`config.mk`:
```
export PLATFORM = sky130hd
export DESIGN_NAME = flash_loader
export DESIGN_NICKNAME = d
export VERILOG_FILES = /design/src/rtl/flash_loader.sv
export SDC_FILE = /design/constraint.sdc
export NUM_CORES = 1
export LEC_CHECK = 0
export ABC_AREA = 1
export BUFFER_PORTS_ARGS = -buffer_cell sky130_fd_sc_hd__buf_2
export CAP_MARGIN = 0
export CORE_MARGIN = 1.5
export CORE_UTILIZATION = 59
export DETAILED_ROUTE_END_ITERATION = 8
export GPL_ROUTABILITY_DRIVEN = 0
export PLACE_DENSITY = 0.8
export SYNTH_ARGS = -nofsm -noshare
export SYNTH_HDL_FRONTEND = slang
export SYNTH_SLANG_ARGS = --single-unit
```
`constraint.sdc`:
```
create_clock -name clk -period 4.76 [get_ports clk]
set_input_delay 0.238 -clock clk [delete_from_list [all_inputs] [get_ports clk]]
set_output_delay 0.238 -clock clk [all_outputs]
set_load 0.02 [all_outputs]
```
`src/rtl/flash_loader.sv`:
```
// rtl/flash_loader.sv - boot copier: SPI flash READ (0x03) stream packed into 32-bit ramio word writes
module flash_loader #(
  parameter int          TransferBytes     = 4096,
  parameter logic [23:0] FlashStartAddress = 24'h000000,
  parameter logic [31:0] RamStartAddress   = 32'h00000000
) (
  input  logic        clk,
  input  logic        rst,
  input  logic        start,
  output logic        busy,
  output logic        done,
  output logic        ramio_enable,
  output logic [1:0]  ramio_write_type,
  output logic [2:0]  ramio_read_type,
  output logic [31:0] ramio_address,
  output logic [31:0] ramio_data_in,
  input  logic        ramio_busy,
  output logic        flash_clk,
  output logic        flash_cs,
  output logic        flash_mosi,
  input  logic        flash_miso
);

  localparam logic [31:0] LastWord = 32'(TransferBytes / 4 - 1);

  typedef enum logic [2:0] {
    IDLE, CS_LOW, CMD, ADDR, RECV, WRITE, WAIT_WR, FINISH
  } state_t;

  state_t      state, state_next;
  logic        phase;
  logic [4:0]  bit_cnt;
  logic [4:0]  last_bit;
  logic [1:0]  byte_idx;
  logic [31:0] shreg;
  logic [6:0]  rx_bits;
  logic        ignore;
  logic [31:0] word_cnt;
  logic [31:0] address;
  logic [31:0] data;
  logic        done_q;
  logic        spi_active;
  logic        bit_end;

  assign ramio_read_type = 3'b000;
  assign ramio_address   = address;
  assign ramio_data_in   = data;
  assign done            = done_q;

  always_comb begin
    state_next       = state;
    busy             = 1'b0;
    flash_cs         = 1'b1;
    flash_clk        = 1'b0;
    flash_mosi       = 1'b0;
    ramio_enable     = 1'b0;
    ramio_write_type = 2'b00;
    spi_active       = 1'b0;
    last_bit         = (state == ADDR) ? 5'd23 : 5'd7;
    bit_end          = phase && (bit_cnt == last_bit);
    case (state)
      IDLE: if (start) state_next = CS_LOW;
      CS_LOW: begin
        busy       = 1'b1;
        flash_cs   = 1'b0;
        state_next = CMD;
      end
      CMD, ADDR: begin
        busy       = 1'b1;
        flash_cs   = 1'b0;
        spi_active = 1'b1;
        flash_clk  = phase;
        flash_mosi = shreg[31];
        if (bit_end) state_next = (state == CMD) ? ADDR : RECV;
      end
      RECV: begin
        busy       = 1'b1;
        flash_cs   = 1'b0;
        spi_active = 1'b1;
        flash_clk  = phase;
        if (bit_end && byte_idx == 2'd3) state_next = WRITE;
      end
      WRITE: begin
        busy     = 1'b1;
        flash_cs = 1'b0;
        if (!ramio_busy) begin
          ramio_enable     = 1'b1;
          ramio_write_type = 2'b11;
          state_next       = WAIT_WR;
        end
      end
      WAIT_WR: begin
        // busy on the cycle right after acceptance may be stale, so it is skipped
        busy     = 1'b1;
        flash_cs = 1'b0;
        if (!ignore && !ramio_busy) state_next = (word_cnt == LastWord) ? FINISH : RECV;
      end
      FINISH: state_next = IDLE;
      default: state_next = IDLE;
    endcase
  end

  always_ff @(posedge clk or posedge rst) begin
    if (rst) begin
      state    <= IDLE;
      phase    <= 1'b0;
      bit_cnt  <= 5'd0;
      byte_idx <= 2'd0;
      shreg    <= 32'd0;
      rx_bits  <= 7'd0;
      ignore   <= 1'b0;
      word_cnt <= 32'd0;
      address  <= 32'd0;
      data     <= 32'd0;
      done_q   <= 1'b0;
    end else begin
      state <= state_next;
      case (state)
        IDLE: begin
          if (start) begin
            done_q   <= 1'b0;
            word_cnt <= 32'd0;
            address  <= RamStartAddress;
            shreg    <= {8'h03, FlashStartAddress};
            phase    <= 1'b0;
            bit_cnt  <= 5'd0;
            byte_idx <= 2'd0;
          end
        end
        CMD, ADDR: if (phase) shreg <= {shreg[30:0], 1'b0};
        RECV: begin
          if (phase) begin
            rx_bits <= {rx_bits[5:0], flash_miso};
            if (bit_cnt == 5'd7) begin
              data[{byte_idx, 3'b000} +: 8] <= {rx_bits, flash_miso};
              byte_idx <= byte_idx + 2'd1;
            end
          end
        end
        WRITE: if (!ramio_busy) ignore <= 1'b1;
        WAIT_WR: begin
          ignore <= 1'b0;
          if (!ignore && !ramio_busy) begin
            if (word_cnt == LastWord) begin
              done_q <= 1'b1;
            end else begin
              address  <= address + 32'd4;
              word_cnt <= word_cnt + 32'd1;
            end
          end
        end
        default: ;
      endcase
      if (spi_active) begin
        phase <= ~phase;
        if (phase) bit_cnt <= (bit_cnt == last_bit) ? 5'd0 : bit_cnt + 5'd1;
      end
    end
  end

endmodule

```
==> out/results.tsv, run 1 <==
stage	metric	value	unit
placement	placed inst area	0.007565	mm^2
floorplan	Horiz. Die Dim	113.3	um
yosys	largest family of logic cells by synthesized area	simple AND/OR/NAND/NOR gates	
worst_setup_path	Setup crit end kind	register	
worst_setup_path	reg2reg path depth	9	
global_routing	GRT Total Usage	30.44	%
drt	Antenna Nets Post-Route	0	
cts	Clk Latency, worst-skew pair	430	ps
drt	Routed WL	18270	um
power	PwrDens	409.5	mW/mm^2
drt	vias per inst	5.484	
power	Leak	0.003830	uW
cells_and_area	fill count	1045	
worst_setup_path	Worst R2R Start	word_cnt[0]	
global_routing	pin count of the biggest net entering global routing	73	
sta	minimum clock period	2683	ps
cts	number of buffers inserted by hold repair at cts	0	
cells_and_area	share of layout cells above drive strength 1	10.75	%
cts	Clock transition at path regs	60	ps
sta	Fmax	372.7	MHz
sta	Slew Limit Fails	0	
sta	clock skew	8.228	ps
sta	Fin. Hold Viols	0	
cts	TritonCTS Sinks	122	
floorplan	Die Y	113.3	um
cts	CTS resizes	0	
cells_and_area	Area Overhead vs Synth	13.43	%
worst_hold_path	Hold Crit Class	input port to asynchronous set/reset pin	
yosys	Post-Synthesis Cells	1039	
cells_and_area	# diodes	0	
worst_setup_path	critical path launch point type	register	
drt	drt first pass iters	7	
yosys	Synth Area in XOR/XNOR	2.198	%
worst_setup_path	peak fanout along the critical path	61	
cts	CTS Root Cell	clkbuf_16	
cells_and_area	final instance area	0.008135	mm^2
floorplan	Initial Util	60.21	%
worst_setup_path	CP arrival	2970	ps
sta	Setup-failing EPs final	0	
sta	setup TNS	0	ps
cells_and_area	Final nets	1120	
floorplan	die area	0.01283	mm^2
yosys	Simple-Gate Fraction of Synth Area	37.47	%
power	peak supply drop	381.2	uV
global_routing	grt total ovfl	0	
yosys	compound-gate portion of the synthesized area	8.932	%
cts	CTS H-tree depth	4	
drt	Initial DRC Count	689	
sta	Slew @ Worst Pin	872.7	ps
floorplan	Rows	40	
drt	# DRC	0	
yosys	sequential share of the synthesized area	42.57	%
cts	CTS tree	done	
cts	post-CTS setup buffer count	0	
drt	Routed WL per cell	14.46	um
floorplan	I/O pin count	80	
floorplan	Core Region	0.01191	mm^2
yosys	#FFs+latches synth	122	
worst_setup_path	FF-to-FF End	ramio_address[30]	
yosys	yosys warns	0	
placement	dpl hpwl	12600	um
global_routing	initial antenna violation count	0	
run	max_cap viols	0	
global_routing	first-pass GRT wire length	31270	um
sta	ratio of final minimum period to clock period	56.36	%
sta	Slew headroom	41.82	%
sta	RSZ-0062 raised after global routing	no	
yosys	synth unique cells	31	
worst_setup_path	CP Class	register to register	
placement	PortBufs	74	
yosys	Post-Synth Adder-Cell Area	1.396	%
drt	via count	6926	
outcome	outcome	finished, final reports clean	
yosys	Avg Inst Size Synth	6.903	um^2
cts	CTS Buf Count	17	
yosys	post-synthesis mux area share	0	%
cts	CTS max path bufs	2	
yosys	synthesized cell area	0.007172	mm^2
global_routing	vias in the first global route	6377	
worst_setup_path	r2r setup slk	2080	ps
cells_and_area	Util after Layout	68.30	%
worst_setup_path	Req. time, crit path	5040	ps
[per-layer routing]
layer  vias to the layer above  track usage [%]  part of all wire [%]
li1                       3451                -                     -
met1                      3209            42.79                    46
met2                       232            46.75                    45
met3                        34            8.034                   7.1
met4                         0            8.833                   1.5
met5                         -                0                     0
[power by group]
| group | total (uW) | internal [uW] | switching, uW |
|---|---|---|---|
| sequential | 1250 | 1140 | 109 |
| combinational | 799 | 188 | 611 |
| clock | 1290 | 822 | 465 |
[cells by family (layout without fill, tap and decap cells)]
logic type                 Yosys count  in the layout
AOI/OAI and AO/OA                  123            123
xor gates and xnor gates            18             18
adders and majority gates            8              8
buffers and inverters              118            191
DFF                                122            122
other                                1              5
and+or+nand+nor                    649            649
[cells in the mapped netlist]
library cell | number | area share [%]
o22ai_1 | 5 | 0.44
o21bai_1 | 6 | 0.63
nand2_2 | 3 | 0.26
nor3_1 | 2 | 0.14
inv_1 | 83 | 4.3
nand2_1 | 363 | 19
conb_1 | 1 | 0.052
a22o_1 | 1 | 0.12
inv_2 | 1 | 0.052
clkbuf_1 | 14 | 0.73
buf_6 | 7 | 1.1
a21oi_1 | 5 | 0.35
nand3_1 | 113 | 7.9
xor2_1 | 17 | 2.1
clkinv_1 | 2 | 0.10
buf_2 | 2 | 0.14
nand3_4 | 1 | 0.24
o21ai_0 | 87 | 6.1
nor3b_2 | 1 | 0.17
or2_2 | 2 | 0.17
dfrtp_1 | 122 | 43
nand4_1 | 18 | 1.6
nand2b_1 | 1 | 0.087
ha_1 | 8 | 1.4
nor2_4 | 1 | 0.16
o21ai_1 | 19 | 1.3
nor2_1 | 137 | 7.2
buf_4 | 8 | 0.84
xnor2_1 | 1 | 0.12
clkbuf_2 | 1 | 0.070
nor2_2 | 7 | 0.61
[layout by cell type, fill, tap and decap left out, types with 2 or more instances in the layout]
cell        count
a21oi_1         5
buf_2          74
buf_4           3
bufinv_16       3
clkbuf_1        2
clkbuf_16      17
clkinv_1        2
clkinv_2        2
clkinvlp_4      2
conb_1          5
dfrtp_1       122
ha_1            8
inv_1          82
nand2_1       363
nand2_2         2
nand3_1       113
nand4_1        18
nor2_1        137
nor2_2          7
nor3_1          2
o21ai_0        87
o21ai_1        19
o21bai_1        6
o22ai_1         5
or2_2           2
xor2_1         17
[area by class of cell]
cell class / count / area [um^2] / share of cell area (%)
multi-input cells: 803 / 3610 / 44.37
flip-flops and latches: 122 / 3053 / 37.53
clock buffers: 20 / 446.7 / 5.491
repair buffers: 77 / 392.9 / 4.829
inverters: 86 / 325.3 / 3.999
well taps: 147 / 183.9 / 2.261
clock inverters: 8 / 123.9 / 1.523
[stage by stage]
| step | setup WS, ps | hold slack (ps) | std cells | total power [uW] |
|---|---|---|---|---|
| final | 2077 | 12.52 | 1263 | 3332 |
| after global placement | 2178 | 469.1 | 1235 | 2038 |
| after floorplan | 1279 | 346.6 | 1043 | 1944 |
| after global routing | 1757 | 70.18 | 1263 | 3519 |
| after detailed placement | 2081 | 476.9 | 1235 | 2049 |
| after CTS | 2071 | 48.11 | 1263 | 3340 |
[worst max path at each step]
stage          cells after the start                 to        start  slack (ps)
2_1_floorplan                      1         bit_cnt[0]          rst        1280
3_3_place_gp                       9  ramio_address[28]  word_cnt[0]        2180
3_5_place_dp                       9  ramio_address[30]  word_cnt[0]        2080
4_1_cts                            9  ramio_address[30]  word_cnt[0]        2070
5_1_grt                            9  ramio_address[30]  word_cnt[0]        1760
6_report                           9  ramio_address[30]  word_cnt[0]        2080
[sequential cells by signal, summed over array words and instances, names as in the netlist, 2 cells and up]
| signal | count |
|---|---|
| rx_bits | 7 |
| ramio_address | 30 |
| word_cnt | 32 |
| ramio_data_in | 32 |
| state | 3 |
| byte_idx | 2 |
| shreg | 8 |
| bit_cnt | 5 |
[worst max-delay path: stages (launching register included)]
cell,delay (ps)
dfrtp_1,470
ha_1,320
inv_1,80
nor2_2,160
nand2_2,120
nor2_1,120
nand3_1,120
nand2_4,440
buf_4,520
o21ai_0,170
No activity file was read; power rests on OpenSTA's default activity.
==> run 2: changes to the inputs <==
--- a/config.mk
+++ b/config.mk
@@ -9,10 +9,10 @@
 export BUFFER_PORTS_ARGS = -buffer_cell sky130_fd_sc_hd__buf_2
 export CAP_MARGIN = 0
 export CORE_MARGIN = 1.5
-export CORE_UTILIZATION = 59
+export CORE_UTILIZATION = 54
 export DETAILED_ROUTE_END_ITERATION = 8
 export GPL_ROUTABILITY_DRIVEN = 0
-export PLACE_DENSITY = 0.8
+export PLACE_DENSITY = 0.77
 export SYNTH_ARGS = -nofsm -noshare
 export SYNTH_HDL_FRONTEND = slang
 export SYNTH_SLANG_ARGS = --single-unit
==> constraint.sdc (replaced) <==
create_clock -name clk -period 2.15 [get_ports clk]
set_input_delay 0.1075 -clock clk [delete_from_list [all_inputs] [get_ports clk]]
set_output_delay 0.1075 -clock clk [all_outputs]
set_load 0.02 [all_outputs]
==> run 2 against run 1 <==
Effect of this change:
- die area is 9.0% higher
- worst setup slack got worse by 1900 ps
- non-clock buffer count is 20 higher
- core utilization decreased by 2.5 points
- critical path type is now register to primary output
- critical endpoint is now flash_clk
==> out/results.tsv, run 2 (same netlist as run 1, synthesis figures left out) <==
stage	metric	value	unit
drt	Routed WL per cell	14.02	um
worst_setup_path	Worst R2R Start	ramio_address[3]	
drt	Routed WL	18400	um
worst_setup_path	Req. time, crit path	2040	ps
worst_setup_path	CP arrival	1860	ps
run	max_cap viols	0	
global_routing	GRT Total Usage	27.09	%
floorplan	Horiz. Die Dim	118.2	um
drt	drt first pass iters	6	
sta	setup TNS	0	ps
sta	clock skew	7.627	ps
sta	Slew Limit Fails	0	
drt	via count	7102	
floorplan	Die Y	118.2	um
sta	Slew @ Worst Pin	530.5	ps
worst_setup_path	r2r setup slk	220	ps
worst_setup_path	CP Capture Point	flash_clk	
cts	TritonCTS Sinks	122	
floorplan	die area	0.01398	mm^2
cells_and_area	Util after Layout	65.81	%
global_routing	initial antenna violation count	0	
cells_and_area	fill count	1136	
placement	PortBufs	74	
sta	Setup-failing EPs final	0	
floorplan	I/O pin count	80	
cts	Clk Latency, worst-skew pair	430	ps
drt	Antenna Nets Post-Route	0	
floorplan	Core Region	0.01277	mm^2
power	Power Total	7691	uW
worst_hold_path	Hold Crit Class	input port to register	
cts	CTS Buf Count	17	
cts	CTS H-tree depth	4	
cts	CTS max path bufs	2	
sta	Fmax	507.0	MHz
power	PwrDens	914.8	mW/mm^2
worst_setup_path	FF-to-FF End	ramio_address[28]	
sta	Fin. Hold Viols	0	
cells_and_area	Final nets	1140	
worst_setup_path	Worst setup startpoint	state[0]	
global_routing	pin count of the biggest net entering global routing	85	
worst_setup_path	Setup crit end kind	primary output	
floorplan	Initial Util	56.15	%
cts	Clock transition at path regs	60	ps
floorplan	Rows	41	
global_routing	vias in the first global route	6502	
drt	Initial DRC Count	630	
sta	RSZ-0062 raised after global routing	no	
sta	Slew headroom	64.56	%
outcome	outcome	finished, final reports clean	
cells_and_area	commonest non-fill, non-tap cell in the layout	nand2_1	
cells_and_area	Area Overhead vs Synth	17.22	%
drt	vias per inst	5.413	
placement	dpl hpwl	12690	um
cells_and_area	share of layout cells above drive strength 1	12.63	%
global_routing	first-pass GRT wire length	30910	um
sta	ratio of final minimum period to clock period	91.74	%
worst_setup_path	peak fanout along the critical path	7	
global_routing	grt total ovfl	0	
cells_and_area	most frequent cells in the layout	363 x nand2_1, 137 x nor2_1, 122 x dfrtp_1, 113 x nand3_1, 87 x o21ai_0	
worst_setup_path	reg2reg path depth	9	
sta	worst hold slack	158.5	ps
worst_setup_path	CP Class	register to primary output	
cts	CTS tree	done	
sta	minimum clock period	1972	ps
drt	# DRC	0	
power	peak supply drop	896.4	uV
worst_setup_path	critical path launch point type	register	
cts	CTS Root Cell	clkbuf_16	
power	Leak	0.003960	uW
cells_and_area	# diodes	0	
-- run 2: area by class of cell --
type / instances / area (um^2) / area share, %
clock buffers: 17 / 425.4 / 5.060
flip-flops and latches: 122 / 3053 / 36.31
well taps: 172 / 215.2 / 2.560
inverters: 86 / 326.6 / 3.885
repair buffers: 97 / 588.1 / 6.995
multi-input cells: 803 / 3610 / 42.94
clock inverters: 15 / 188.9 / 2.247
-- run 2: power by group --
part | internal [uW] | switching [uW] | leakage (uW)
sequential | 2520 | 187 | 0.00166
clock | 1840 | 1160 | 0.000301
combinational | 560 | 1430 | 0.00200
total | 4920 | 2770 | 0.00396
-- run 2: what timing repair did --
item | 4_1_cts | 5_1_grt
hold buffers | 3 | 0
buffers inserted | 0 | 0
hold endpoints to repair | 25 | 0
resized for setup | 0 | 1
setup endpoints to repair | 0 | 1
-- run 2: stage by stage --
step                setup WS [ps]  cell area (um^2)  instances
global route                35.12              8407       1312
global placement            323.6              7762       1277
CTS                         99.94              8407       1312
floorplan                   326.4              7191       1043
finish                      177.7              8407       1312
detailed placement          308.9              7762       1277
-- run 2: per-layer routing --
| layer | track usage, % | routed length, um | vias to the layer above |
|---|---|---|---|
| li1 | - | - | 3503 |
| met4 | 9.909 | 304 | 0 |
| met2 | 41.79 | 8431 | 263 |
| met1 | 37.52 | 8348 | 3305 |
| met5 | 0 | 0 | - |
| met3 | 5.936 | 1315 | 31 |
-- run 2: worst min-delay path by stage --
stage,end,cells past startpoint,slack [ps],start
final,shreg[24],4,160,start
after global routing,shreg[24],4,170,start
after CTS,shreg[24],4,140,start
after detailed placement,ramio_data_in[6],2,190,rst
after global placement,ramio_data_in[6],2,170,rst
after floorplan,ignore,1,220,ramio_busy
-- run 2: critical path, stage by stage, from the launching register on --
cell and delay [ps]:
dfrtp_1 460, nor2_2 200, nand2_1 170, nand2_1 170, nand2_1 120, inv_2 130, buf_2 180
==> run 3: changes to the inputs <==
--- a/config.mk
+++ b/config.mk
@@ -9,10 +9,11 @@
 export BUFFER_PORTS_ARGS = -buffer_cell sky130_fd_sc_hd__buf_2
 export CAP_MARGIN = 0
 export CORE_MARGIN = 1.5
-export CORE_UTILIZATION = 54
+export CORE_UTILIZATION = 55
+export CTS_BUF_LIST = sky130_fd_sc_hd__clkbuf_4
 export DETAILED_ROUTE_END_ITERATION = 8
 export GPL_ROUTABILITY_DRIVEN = 0
-export PLACE_DENSITY = 0.77
+export PLACE_DENSITY = 0.79
 export SYNTH_ARGS = -nofsm -noshare
 export SYNTH_HDL_FRONTEND = slang
 export SYNTH_SLANG_ARGS = --single-unit
==> run 3 against run 2 <==
Effect of this change:
- first-iteration DRC count fell by 13%
- clock skew rose by 7.8 ps
- combinational power rose by 2%
==> out/results.tsv, run 3 (same netlist as run 1, synthesis figures left out) <==
stage	metric	value	unit
worst_setup_path	critical path launch point type	register	
worst_setup_path	most frequent CP cell	nand2_2	
worst_setup_path	Largest stage delay, worst path	480	ps
cts	TritonCTS Sinks	122	
cts	CTS max path bufs	2	
outcome	outcome	finished, final reports clean	
drt	via count	7042	
worst_setup_path	critical path, cell by cell	nor2_2, nand2_2, nand2_2, nand2_1, inv_2, buf_2	
drt	Antenna Nets Post-Route	0	
global_routing	GRT Total Usage	27.71	%
sta	ratio of final minimum period to clock period	93.54	%
placement	dpl hpwl	12750	um
floorplan	Horiz. Die Dim	117.2	um
cts	CTS Buf Count	17	
sta	Fin. Hold Viols	0	
placement	PortBufs	74	
floorplan	Core Region	0.01267	mm^2
sta	Fmax	497.2	MHz
power	Leak	0.003842	uW
global_routing	vias in the first global route	6256	
drt	vias per inst	5.376	
power	PwrDens	840.4	mW/mm^2
global_routing	first-pass GRT wire length	29850	um
sta	worst hold slack	191.2	ps
cells_and_area	share of layout cells above drive strength 1	12.83	%
drt	drt first pass iters	5	
worst_hold_path	Hold Crit Class	input port to asynchronous set/reset pin	
cells_and_area	Area Overhead vs Synth	13.82	%
drt	Routed WL per cell	13.79	um
floorplan	Initial Util	56.60	%
cts	CTS H-tree depth	4	
worst_setup_path	peak fanout along the critical path	7	
worst_setup_path	reg2reg path depth	6	
floorplan	Rows	41	
cells_and_area	most frequent cells in the layout	361 x nand2_1, 136 x nor2_1, 120 x dfrtp_1, 113 x nand3_1, 87 x o21ai_0	
worst_setup_path	Slowest-stage cell, CP	dfrtp_2	
floorplan	Die Y	117.2	um
sta	minimum clock period	2011	ps
worst_setup_path	CP arrival	1900	ps
sta	Setup-failing EPs final	0	
drt	Initial DRC Count	547	
drt	# DRC	0	
sta	Slew headroom	63.34	%
global_routing	initial antenna violation count	0	
sta	Slew Limit Fails	0	
cells_and_area	Multi-input gate area	0.003617	mm^2
floorplan	die area	0.01373	mm^2
worst_setup_path	Setup crit end kind	primary output	
cts	Clock transition at path regs	120	ps
cells_and_area	Final nets	1138	
worst_setup_path	Req. time, crit path	2040	ps
cts	CTS Root Cell	clkbuf_4	
cells_and_area	commonest non-fill, non-tap cell in the layout	nand2_1	
power	peak supply drop	680.8	uV
cells_and_area	Storage cell area	0.003055	mm^2
drt	Routed WL	18060	um
cts	CTS tree	done	
global_routing	pin count of the biggest net entering global routing	80	
global_routing	grt total ovfl	0	
run	max_cap viols	0	
cells_and_area	fill count	1131	
floorplan	I/O pin count	80	
cts	post-CTS setup buffer count	0	
sta	Slew @ Worst Pin	550.0	ps
sta	clock skew	15.39	ps
cells_and_area	# diodes	0	
sta	RSZ-0062 raised after global routing	no	
sta	setup TNS	0	ps
cts	Clk Latency, worst-skew pair	580	ps
worst_setup_path	CP Class	register to primary output	
-- run 3: cell count changes in the layout (fill, tap and decap cells not counted), moves of 3 or more --
cell / delta
clkbuf_16: -17
bufinv_16: +3
buf_4: -3
clkbuf_4: +17
-- run 3: what timing repair did --
item                       in CTS  in global routing
hold buffers                    4                  0
resized for setup               2                  4
hold endpoints to repair      129                  0
pin swaps                       0                  0
setup endpoints to repair       1                  4
-- run 3: worst paths after layout --
path	start	slack, ps	end
worst max-delay path	state[0]	140	flash_clk
worst min-delay path	rst	190	ramio_data_in[23]
worst max register to register	ramio_address[2]	240	ramio_address[8]
worst min register to register	shreg[25]	510	shreg[26]
max in group asynchronous	rst	1500	word_cnt[2]
min in group clk	flash_miso	360	rx_bits[0]
-- run 3: metal layers --
layer  part of all wire [%]  global-route usage [%]
met5                      0                       0
met3                    6.0                   5.098
met2                     46                   42.79
met1                     46                   39.39
met4                    1.6                   9.719
-- run 3: final cells by class --
| cell class | instances | share of cell area, % |
|---|---|---|
| well taps | 172 | 2.636 |
| flip-flops and latches | 122 | 37.43 |
| repair buffers | 95 | 7.051 |
| inverters | 86 | 4.001 |
| clock buffers | 17 | 1.563 |
| multi-input cells | 803 | 44.31 |
| clock inverters | 15 | 3.004 |
-- run 3: report_power, final --
group | switching (uW) | internal, uW | total [uW]
Clock | 956 | 1160 | 2110
Sequential | 195 | 2520 | 2710
Combinational | 1460 | 579 | 2030
Total | 2610 | 4250 | 6860
-- run 3: worst max-delay path: cells and delay by family (launching register included) --
family,cells,cell delay [ps]
flip-flops,1,480
buffers and inverters,2,300
AND/OR/NAND/NOR,4,550
-- run 3: per-stage QoR --
step / worst slack (ps) / cells / util (%) / power, uW / instance area [um^2]
after global routing: 6.009 / 1310 / 64.42 / 7265 / 8163
after detailed placement: 256.6 / 1274 / 61.08 / 4721 / 7740
final: 138.9 / 1310 / 64.42 / 6860 / 8163
after CTS: 32.75 / 1310 / 64.35 / 6854 / 8154
after global placement: 340.1 / 1274 / 61.08 / 4669 / 7740
after floorplan: 326.4 / 1043 / - / 4304 / 7191
